File: config.mk
export PLATFORM = sky130hd
export DESIGN_NAME = fetch
export DESIGN_NICKNAME = d
export VERILOG_FILES = /design/src/rtl/fetch.sv
export SDC_FILE = /design/constraint.sdc
export NUM_CORES = 1
export LEC_CHECK = 0
export BUFFER_PORTS_ARGS = -buffer_cell sky130_fd_sc_hd__buf_2
export CAP_MARGIN = 20
export CORE_UTILIZATION = 51
export DETAILED_ROUTE_END_ITERATION = 8
export GPL_TIMING_DRIVEN = 0
export MAX_ROUTING_LAYER = met4
export PLACE_DENSITY = 0.89
export SLEW_MARGIN = 20
export SYNTH_ARGS = -nofsm -noshare
export SYNTH_HDL_FRONTEND = slang
export SYNTH_SLANG_ARGS = --single-unit
File: constraint.sdc
create_clock -name clock -period 2.8 [get_ports clock]
set_clock_uncertainty 0.15 [all_clocks]
set_input_delay 0.84 -clock clock [delete_from_list [all_inputs] [get_ports clock]]
set_output_delay 0.84 -clock clock [all_outputs]
set_load 0.01 [all_outputs]
File: src/rtl/fetch.sv
// rtl/fetch.sv - instruction fetch stage: PC, credit-limited imem requests, response FIFO, redirect flush
//
// Ports:
//   clock, reset_n                   rising-edge clock, asynchronous active-low reset
//   redirect_valid, redirect_pc      load a new fetch PC (low two bits forced to zero)
//   imem_req_valid/ready/addr        word-aligned request channel to instruction memory
//   imem_resp_valid/data             in-order response words, no backpressure
//   instr_valid/ready                handshake towards decode
//   instruction, instr_pc            head instruction word and its PC
//
// Optional feature (macro FETCH_BYPASS_EN): when the FIFO is empty, no flush is
// pending and no redirect is present, a response word is presented to decode in
// the same cycle it arrives; it is written to the FIFO only if decode stalls.
module fetch #(
  parameter int                   WORD_SIZE  = 32,
  parameter logic [WORD_SIZE-1:0] RESET_PC   = '0,
  parameter int                   FIFO_DEPTH = 2
) (
  input  logic                 clock,
  input  logic                 reset_n,
  input  logic                 redirect_valid,
  input  logic [WORD_SIZE-1:0] redirect_pc,
  output logic                 imem_req_valid,
  input  logic                 imem_req_ready,
  output logic [WORD_SIZE-1:0] imem_req_addr,
  input  logic                 imem_resp_valid,
  input  logic [WORD_SIZE-1:0] imem_resp_data,
  output logic                 instr_valid,
  input  logic                 instr_ready,
  output logic [WORD_SIZE-1:0] instruction,
  output logic [WORD_SIZE-1:0] instr_pc
);

  localparam int PW = (FIFO_DEPTH > 1) ? $clog2(FIFO_DEPTH) : 1;
  localparam int CW = $clog2(FIFO_DEPTH) + 1;

  typedef enum logic {
    ST_RUN   = 1'b0,
    ST_FLUSH = 1'b1
  } state_t;

  state_t               state_q, state_d;
  logic [WORD_SIZE-1:0] fetch_pc_q, fetch_pc_d;
  logic [WORD_SIZE-1:0] resp_pc_q, resp_pc_d;
  logic [CW-1:0]        outstanding_q, outstanding_d;
  logic [CW-1:0]        drop_count_q, drop_count_d;
  logic [CW-1:0]        count_q, count_d;
  logic [PW-1:0]        rd_ptr_q, rd_ptr_d;
  logic [PW-1:0]        wr_ptr_q, wr_ptr_d;
  logic [WORD_SIZE-1:0] fifo_data_q [FIFO_DEPTH];
  logic [WORD_SIZE-1:0] fifo_data_d [FIFO_DEPTH];
  logic [WORD_SIZE-1:0] fifo_pc_q   [FIFO_DEPTH];
  logic [WORD_SIZE-1:0] fifo_pc_d   [FIFO_DEPTH];

  logic                 fifo_empty;
  logic                 credit_ok;
  logic                 req_fire;
  logic                 bypass;
  logic                 consume_bypass;
  logic                 pop;
  logic                 push;
  logic [WORD_SIZE-1:0] redirect_target;

  assign fifo_empty      = (count_q == '0);
  assign redirect_target = redirect_pc & ~WORD_SIZE'(3);

  // Every issued request owns a FIFO slot until it is popped or flushed, so
  // a response can always be pushed without checking for space.
  assign credit_ok = ({1'b0, outstanding_q} + {1'b0, count_q}) < (CW + 1)'(FIFO_DEPTH);

  // reset_n gates the combinational outputs so they drop as soon as reset asserts.
  assign imem_req_valid = reset_n && !redirect_valid && credit_ok;
  assign imem_req_addr  = fetch_pc_q;
  assign req_fire       = imem_req_valid && imem_req_ready;

`ifdef FETCH_BYPASS_EN
  assign bypass = reset_n && fifo_empty && (state_q == ST_RUN) && !redirect_valid && imem_resp_valid;
`else
  assign bypass = 1'b0;
`endif

  assign instr_valid    = reset_n && !redirect_valid && (!fifo_empty || bypass);
  assign instruction    = bypass ? imem_resp_data : fifo_data_q[rd_ptr_q];
  assign instr_pc       = bypass ? resp_pc_q      : fifo_pc_q[rd_ptr_q];
  assign consume_bypass = bypass && instr_ready;
  assign pop            = instr_valid && instr_ready && !fifo_empty;

  always_comb begin
    state_d       = state_q;
    fetch_pc_d    = fetch_pc_q;
    resp_pc_d     = resp_pc_q;
    outstanding_d = outstanding_q;
    drop_count_d  = drop_count_q;
    count_d       = count_q;
    rd_ptr_d      = rd_ptr_q;
    wr_ptr_d      = wr_ptr_q;
    fifo_data_d   = fifo_data_q;
    fifo_pc_d     = fifo_pc_q;
    push          = 1'b0;

    if (redirect_valid) begin
      // No request can fire this cycle, so only an arriving response changes
      // the in-flight count; everything still in flight afterwards is stale.
      fetch_pc_d    = redirect_target;
      resp_pc_d     = redirect_target;
      count_d       = '0;
      rd_ptr_d      = '0;
      wr_ptr_d      = '0;
      outstanding_d = outstanding_q - CW'(imem_resp_valid);
      drop_count_d  = outstanding_d;
      state_d       = (outstanding_d != '0) ? ST_FLUSH : ST_RUN;
    end else begin
      if (req_fire) begin
        fetch_pc_d = fetch_pc_q + WORD_SIZE'(4);
      end
      outstanding_d = outstanding_q + CW'(req_fire) - CW'(imem_resp_valid);

      if (imem_resp_valid) begin
        if (state_q == ST_FLUSH) begin
          drop_count_d = drop_count_q - CW'(1);
          if (drop_count_q == CW'(1)) begin
            state_d = ST_RUN;
          end
        end else begin
          resp_pc_d = resp_pc_q + WORD_SIZE'(4);
          push      = !consume_bypass;
        end
      end

      if (push) begin
        fifo_data_d[wr_ptr_q] = imem_resp_data;
        fifo_pc_d[wr_ptr_q]   = resp_pc_q;
        wr_ptr_d              = wr_ptr_q + PW'(1);
      end
      if (pop) begin
        rd_ptr_d = rd_ptr_q + PW'(1);
      end
      count_d = count_q + CW'(push) - CW'(pop);
    end
  end

  always_ff @(posedge clock or negedge reset_n) begin
    if (!reset_n) begin
      state_q       <= ST_RUN;
      fetch_pc_q    <= RESET_PC;
      resp_pc_q     <= RESET_PC;
      outstanding_q <= '0;
      drop_count_q  <= '0;
      count_q       <= '0;
      rd_ptr_q      <= '0;
      wr_ptr_q      <= '0;
      fifo_data_q   <= '{default: '0};
      fifo_pc_q     <= '{default: '0};
    end else begin
      state_q       <= state_d;
      fetch_pc_q    <= fetch_pc_d;
      resp_pc_q     <= resp_pc_d;
      outstanding_q <= outstanding_d;
      drop_count_q  <= drop_count_d;
      count_q       <= count_d;
      rd_ptr_q      <= rd_ptr_d;
      wr_ptr_q      <= wr_ptr_d;
      fifo_data_q   <= fifo_data_d;
      fifo_pc_q     <= fifo_pc_d;
    end
  end

endmodule

==> summary.md, run 1 <==
| Metric | Value |
|---|---|
| Outcome | finished with violations |
| Violations in the final reports | negative setup slack |
| Gate count of the mapped netlist | 761 |
| CP required | 1810 ps |
| Worst slew margin relative to its limit | 0.608 |
| Adder-cell area share of the yosys netlist | 0.0129 |
| # H-tree levels | 4 |
| Launching element type of the critical path | register |
| Fill count | 1290 |
| TritonCTS clock tree | done |
| Detailed-route wire length | 22.4 mm |
| Routability-driven placement congestion ratio | around 0.95 |
| Boundary pin count | ~170 |
| Setup slack at placement | -719 ps |
| Type of the most critical hold path | input pin to asynchronous set/reset pin |
| Cell with the biggest individual delay on the critical path | fa_1 |
| Final Cycle Share | 1.04 |
| Clock sink count | 193 |
| Post-DP HPWL | 15.8 mm |
| Pin count of the biggest net entering global routing | 94 |
| Peak per-stage delay on the critical path | about 480 ps |
| Detailed-route via count | 6792 |
| Standard-cell rows | 48 |
| Root cell of the clock tree | clkbuf_16 |
| RSZ-0062 raised after global routing | yes |
| Final number of max-transition violations | 0 |
| Internal reg-to-reg setup slack | 40 ps |
| # setup viols final | 1 |
| Maximum fanout along the worst path | 2 |
| Crit Reg-Reg Endpoint | outstanding_q[1] |
| Crit path time final | 2910 ps |
| Number of DRC violations after detailed-routing iteration 0 | 414 |
| Aggregate global-route resource usage | 0.260 |
| Die area | about 19000 um^2 |
| Area post-placement | 10500 um^2 |
| Post-synthesis xor/xnor area fraction | 0.0359 |
| Launching point of the worst reg2reg path | outstanding_q[0] |
| Worst-path clk slew | 70 ps |
| Yosys warns | 0 |
| Largest family of logic cells by synthesized area | multiplexers |
| Synth Flop Type | dfrtp_1 |
| Worst IR Drop VDD | roughly 540 uV |
| Synth top area cells | dfrtp_1 52%, mux2_2 22%, xnor2_1 2.5% |
| Yosys cell types | 53 |
| Final Hold Vio Count | 0 |
| Share of synthesized area spent on multiplexers | 0.228 |
| Share of the synthesized area in the top cell type | 0.520 |
| Starting utilization of the core area | 0.529 |
| Simple-gate share of the synthesized area | 0.108 |
| Sequential cell area fraction in the yosys report | 0.520 |
| Type of the worst setup path | register to primary output |
| Remaining DRCs | 0 |
| Area of the placeable core | 17500 um^2 |
| Number of diodes | 0 |
| FFs w/ async S/R, synth | 1.00 |
| Global-route wire length before repair | 35.7 mm |
| Critical Path Sink Type | primary output |
| Synth Cell Area | about 9300 um^2 |
| Num CTS Buffers | 17 |
| Average instance area after synthesis | 12.2 um^2 |
| Detailed-route wire length per cell | 18.8 um |
| Fraction of the mapped netlist area in compound gates | 0.0629 |
| R2R depth | 12 |
| Vias per inst | between 5 and 6 |
| Number of max-capacitance violations reported | 0 |
| Via count of the first global-routing pass | 6867 |
| Number of antenna violations at the first check in global routing | 0 |
| Clk buf depth | 2 |
| Die height | 137 um |
| Power consumption | 0.00997 W |
| Worst-Margin Slew | 589 ps |
| Count of flip-flops with a built-in enable after synthesis | 0 |
| Detailed-routing iteration count for the pre-antenna-repair pass | 5 |
| Synth Register Bits | 193 |
| Critical path arrival | 1920 ps |
| Number of nets at the end of the flow | 1032 |
| Share of final-layout standard cells stronger than drive strength 1 | 0.458 |
| Final ANT Viol Nets | 0 |
| Max Freq | 344 MHz |
| Area added between synthesis and finish | 21.5% |
| Final non-filler cell area | 11300 um^2 |
| Final Worst Setup Slack | -107 ps |
| Number of buffers added on ports | 161 |
| Share of the core filled with cells in the final layout | 0.643 |
| Total power density per cell area | 884 nW/um^2 |
| Standby leakage power | 5.19 nW |
| Ordered cell list for the critical path | and2_4 > fa_1 > nor4b_4 > buf_2 |
| Worst-case hold slack | 105 ps |
| Width of the die | 137 um |
| Post-synth top area cell | dfrtp_1 |
| Clock insertion delay at the later pin of the skew report | 440 ps |
| GRT Residual Overflow | 0 |
registers in the layout (all words and copies together) (netlist names):
| signal | flops |
|---|---|
| resp_pc_q | 30 |
| fifo_data_q | 64 |
| rd_ptr_q | 1 |
| drop_count_q | 2 |
| imem_req_addr | 30 |
| count_q | 2 |
| fifo_pc_q | 60 |
| wr_ptr_q | 1 |
| outstanding_q | 2 |
| state_q | 1 |
repair_timing:
| item | CTS | global route |
|---|---|---|
| resized for setup | 22 | 8 |
| endpoints found under the setup margin | 66 | 29 |
| gates cloned | 1 | 0 |
| buffers inserted | 9 | 0 |
| pin swaps | 7 | 4 |
| hold buffers | 0 | 0 |
| endpoints found under the hold margin | 0 | 0 |
per-stage QoR:
stage	setup TNS [ps]	instances
2_1_floorplan	-67.8	764
3_3_place_gp	-567690	1150
3_5_place_dp	-22360	1152
4_1_cts	-222	1191
5_1_grt	-219	1190
6_report	-107	1190
cell families (layout without fill, tap and decap cells):
kind of cell,Yosys count,count (layout)
DFF,193,193
xor gates and xnor gates,38,38
muxes,188,188
AOI/OAI and AO/OA,93,93
other,1,4
and+or+nand+nor,177,177
adders and majority gates,9,9
buffers and inverters,62,263
power breakdown:
part	internal, W	total (W)	switching (W)
Sequential	0.00371	0.00429	0.000582
Combinational	0.00166	0.00301	0.00135
Clock	0.00161	0.00267	0.00106
Total	0.00698	0.00997	0.00299
worst max path at each step:
stage | from | to | slack, ps
detailed placement | reset_n | outstanding_q[1] | -720
CTS | outstanding_q[0] | imem_req_valid | -160
floorplan | count_q[0] | outstanding_q[1] | -70
finish | outstanding_q[0] | imem_req_valid | -110
global route | outstanding_q[0] | imem_req_valid | -160
global placement | reset_n | outstanding_q[1] | -3530
worst max-delay path: cells and delay by family (launching register included):
kind / cells / cell delay (ps)
simple gates: 2 / 430
fa+ha+maj: 1 / 480
flops: 1 / 380
buf+inv: 1 / 180
cell usage after synthesis (3+ instances only):
cell,instances
o311ai_0,10
mux2_1,4
and3_1,13
inv_1,15
o21ai_0,31
buf_2,20
and2_1,4
buf_4,7
o21ai_1,10
nor2_1,20
and4_1,6
nor3_1,11
clkbuf_1,15
xnor2_1,27
ha_1,8
nand2_1,54
mux2_2,183
or4_1,3
xor2_1,11
nand3_1,24
nand4_1,15
or3_1,6
o211ai_1,18
a31oi_1,5
a21oi_1,11
nor2b_1,3
dfrtp_1,193
nor4_1,4
layer usage:
layer	vias up	global-route usage	routed length [um]
met5	-	-	0
met4	0	0.0812	320
met3	22	0.0585	1800
met2	288	0.405	10600
met1	3352	0.338	9640
li1	3130	-	-
layout by cell type (no fill, tap or decap), drive strengths merged, types with 3 or more instances in the layout:
| master | n |
|---|---|
| a21oi | 11 |
| a31oi | 5 |
| and2 | 4 |
| and3 | 13 |
| and4 | 6 |
| buf | 199 |
| bufinv | 5 |
| clkbuf | 34 |
| clkinv | 3 |
| conb | 4 |
| dfrtp | 193 |
| ha | 8 |
| inv | 19 |
| mux2 | 187 |
| nand2 | 56 |
| nand3 | 24 |
| nand4 | 17 |
| nor2 | 20 |
| nor2b | 3 |
| nor3 | 13 |
| nor4 | 7 |
| o211ai | 18 |
| o21ai | 41 |
| o311ai | 12 |
| or3 | 6 |
| or4 | 3 |
| xnor2 | 27 |
| xor2 | 11 |
layout make-up:
cell class	count	area [um^2]	share of cell area
Clock buffer	19	443	0.0393
Tap cell	225	282	0.0250
Multi-Input combinational cell	509	4220	0.374
Buffer	42	241	0.0214
Sequential cell	193	4830	0.428
Timing Repair Buffer	173	980	0.0869
Clock inverter	12	205	0.0182
Inverter	17	73.8	0.00655
No activity file was read; power rests on OpenSTA's default activity.
==> run 2: changes to the inputs <==
Settings changed: SETUP_SLACK_MARGIN set to 0.02.
==> summary.md, run 2 (synthesized netlist as in run 1, its figures left out) <==
| Metric | Value |
|---|---|
| Outcome | finished with violations |
| Violations in the final reports | negative setup slack |
| Detailed-route wire length per cell | around 19 um |
| Crit path time final | 2910 ps |
| Standby leakage power | 5.20 nW |
| Launching element type of the critical path | register |
| TritonCTS clock tree | done |
| Max Freq | 344 MHz |
| CP required | 1810 ps |
| Die height | 137 um |
| Area added between synthesis and finish | 21.6% |
| Routability-driven placement congestion ratio | 0.946 |
| Width of the die | about 140 um |
| Vias per inst | 5.73 |
| Share of final-layout standard cells stronger than drive strength 1 | 0.458 |
| Setup slack at placement | -719 ps |
| Worst IR Drop VDD | 536 uV |
| Final ANT Viol Nets | 0 |
| Number of max-capacitance violations reported | 0 |
| Global-route wire length before repair | roughly 36 mm |
| Type of the most critical hold path | input pin to asynchronous set/reset pin |
| Root cell of the clock tree | clkbuf_16 |
| Number of flip-flops in the largest register | 64 |
| Final Worst Setup Slack | -109 ps |
| Critical Path Sink Type | primary output |
| Detailed-route wire length | approximately 22 mm |
| Standard-cell rows | 48 |
| Final Hold Vio Count | 0 |
| Type of the worst setup path | register to primary output |
| Most common cell after layout, fill and taps aside | dfrtp_1 |
| Detailed-route via count | ~6800 |
| Clock sink count | ~190 |
| Clock insertion delay at the later pin of the skew report | 440 ps |
| # setup viols final | 1 |
| Internal reg-to-reg setup slack | 40 ps |
| Final non-filler cell area | between 10000 and 15000 um^2 |
| RSZ-0062 raised after global routing | yes |
| Number of diodes | 0 |
| Most frequent cells in the layout | 192 x dfrtp_1, 183 x mux2_2, 177 x buf_2 |
| Worst-Margin Slew | about 640 ps |
| Die area | 18700 um^2 |
| Boundary pin count | ~170 |
| Area post-placement | 10500 um^2 |
| Final number of max-transition violations | 0 |
| Worst slew margin relative to its limit | 0.576 |
| Biggest registers after layout | fifo_data_q x64, fifo_pc_q x60 |
| Largest register by flop count | fifo_data_q |
| Clk buf depth | 2 |
| Pin count of the biggest net entering global routing | between 90 and 100 |
| Number of antenna violations at the first check in global routing | 0 |
| Area of the placeable core | 17500 um^2 |
| Remaining DRCs | 0 |
| Number of DRC violations after detailed-routing iteration 0 | 467 |
| Aggregate global-route resource usage | 0.260 |
| Num CTS Buffers | 17 |
| Critical path arrival | 1920 ps |
| GRT Residual Overflow | 0 |
| Count of hold-fix buffers inserted at cts | 0 |
| Maximum fanout along the worst path | 2 |
| Starting utilization of the core area | 0.529 |
| Number of nets at the end of the flow | 1032 |
| Worst-path clk slew | 70 ps |
| Number of buffers added on ports | roughly 160 |
| Final Cycle Share | 1.04 |
| Via count of the first global-routing pass | 6872 |
| Total power density per cell area | around 900 nW/um^2 |
| Detailed-routing iteration count for the pre-antenna-repair pass | 5 |
| Post-DP HPWL | 15.8 mm |
| # H-tree levels | 4 |
## run 2: metal layers
layer,wire length (um),share of wire,vias to the layer above,track usage
li1,-,-,3127,-
met5,0,0,-,-
met1,9640,0.43,3372,0.338
met2,10600,0.47,294,0.405
met4,327,0.015,0,0.0836
met3,1850,0.082,27,0.0589
## run 2: power breakdown
group	switching [W]	internal (W)	total, W	leakage [nW]
sequential	0.000585	0.00371	0.00430	2.41
clock	0.00106	0.00161	0.00267	0.310
combinational	0.00135	0.00166	0.00301	2.48
total	0.00299	0.00698	0.00998	5.20
## run 2: what timing repair did
item,in CTS,in global routing
gates cloned,1,0
gates resized for setup,24,16
pin swaps,7,4
setup endpoints to repair,66,71
buffers inserted,8,1
## run 2: metrics by stage
| step | total power [W] | util | hold slack, ps | std cells | TNS (ps) |
|---|---|---|---|---|---|
| floorplan | 0.00613 | - | 304 | 764 | -67.8 |
| global placement | 0.00708 | 0.594 | 314 | 1150 | -567690 |
| detailed placement | 0.00727 | 0.597 | 325 | 1152 | -22360 |
| CTS | 0.0100 | 0.642 | 141 | 1190 | -219 |
| global route | 0.0106 | 0.644 | 101 | 1190 | -212 |
| finish | 0.00998 | 0.644 | 103 | 1190 | -109 |
## run 2: worst max-delay path, cell delays in order, from the launching register on
cell	delay [ps]
dfrtp_1	380
and2_4	160
fa_1	480
nor4b_4	280
buf_2	180
## run 2: final timing paths
check                                       from               end  cells past startpoint
worst max-delay path            outstanding_q[0]    imem_req_valid                      4
worst min-delay path                     reset_n   fifo_data_q[23]                      1
worst max register to register  outstanding_q[0]  outstanding_q[1]                     12
worst min register to register     fifo_pc_q[46]     fifo_pc_q[46]                      1
max in group asynchronous                reset_n     fifo_pc_q[28]                      2
min in group clock                 fifo_pc_q[46]     fifo_pc_q[46]                      1
## run 2: final cells by class
class	count	area, um^2
inverters	17	73.8
flip-flops and latches	193	4830
multi-input cells	509	4220
repair buffers	173	980
fillers	1289	6250
clock inverters	12	205
clock buffers	19	443
well taps	225	282
plain buffers	42	254
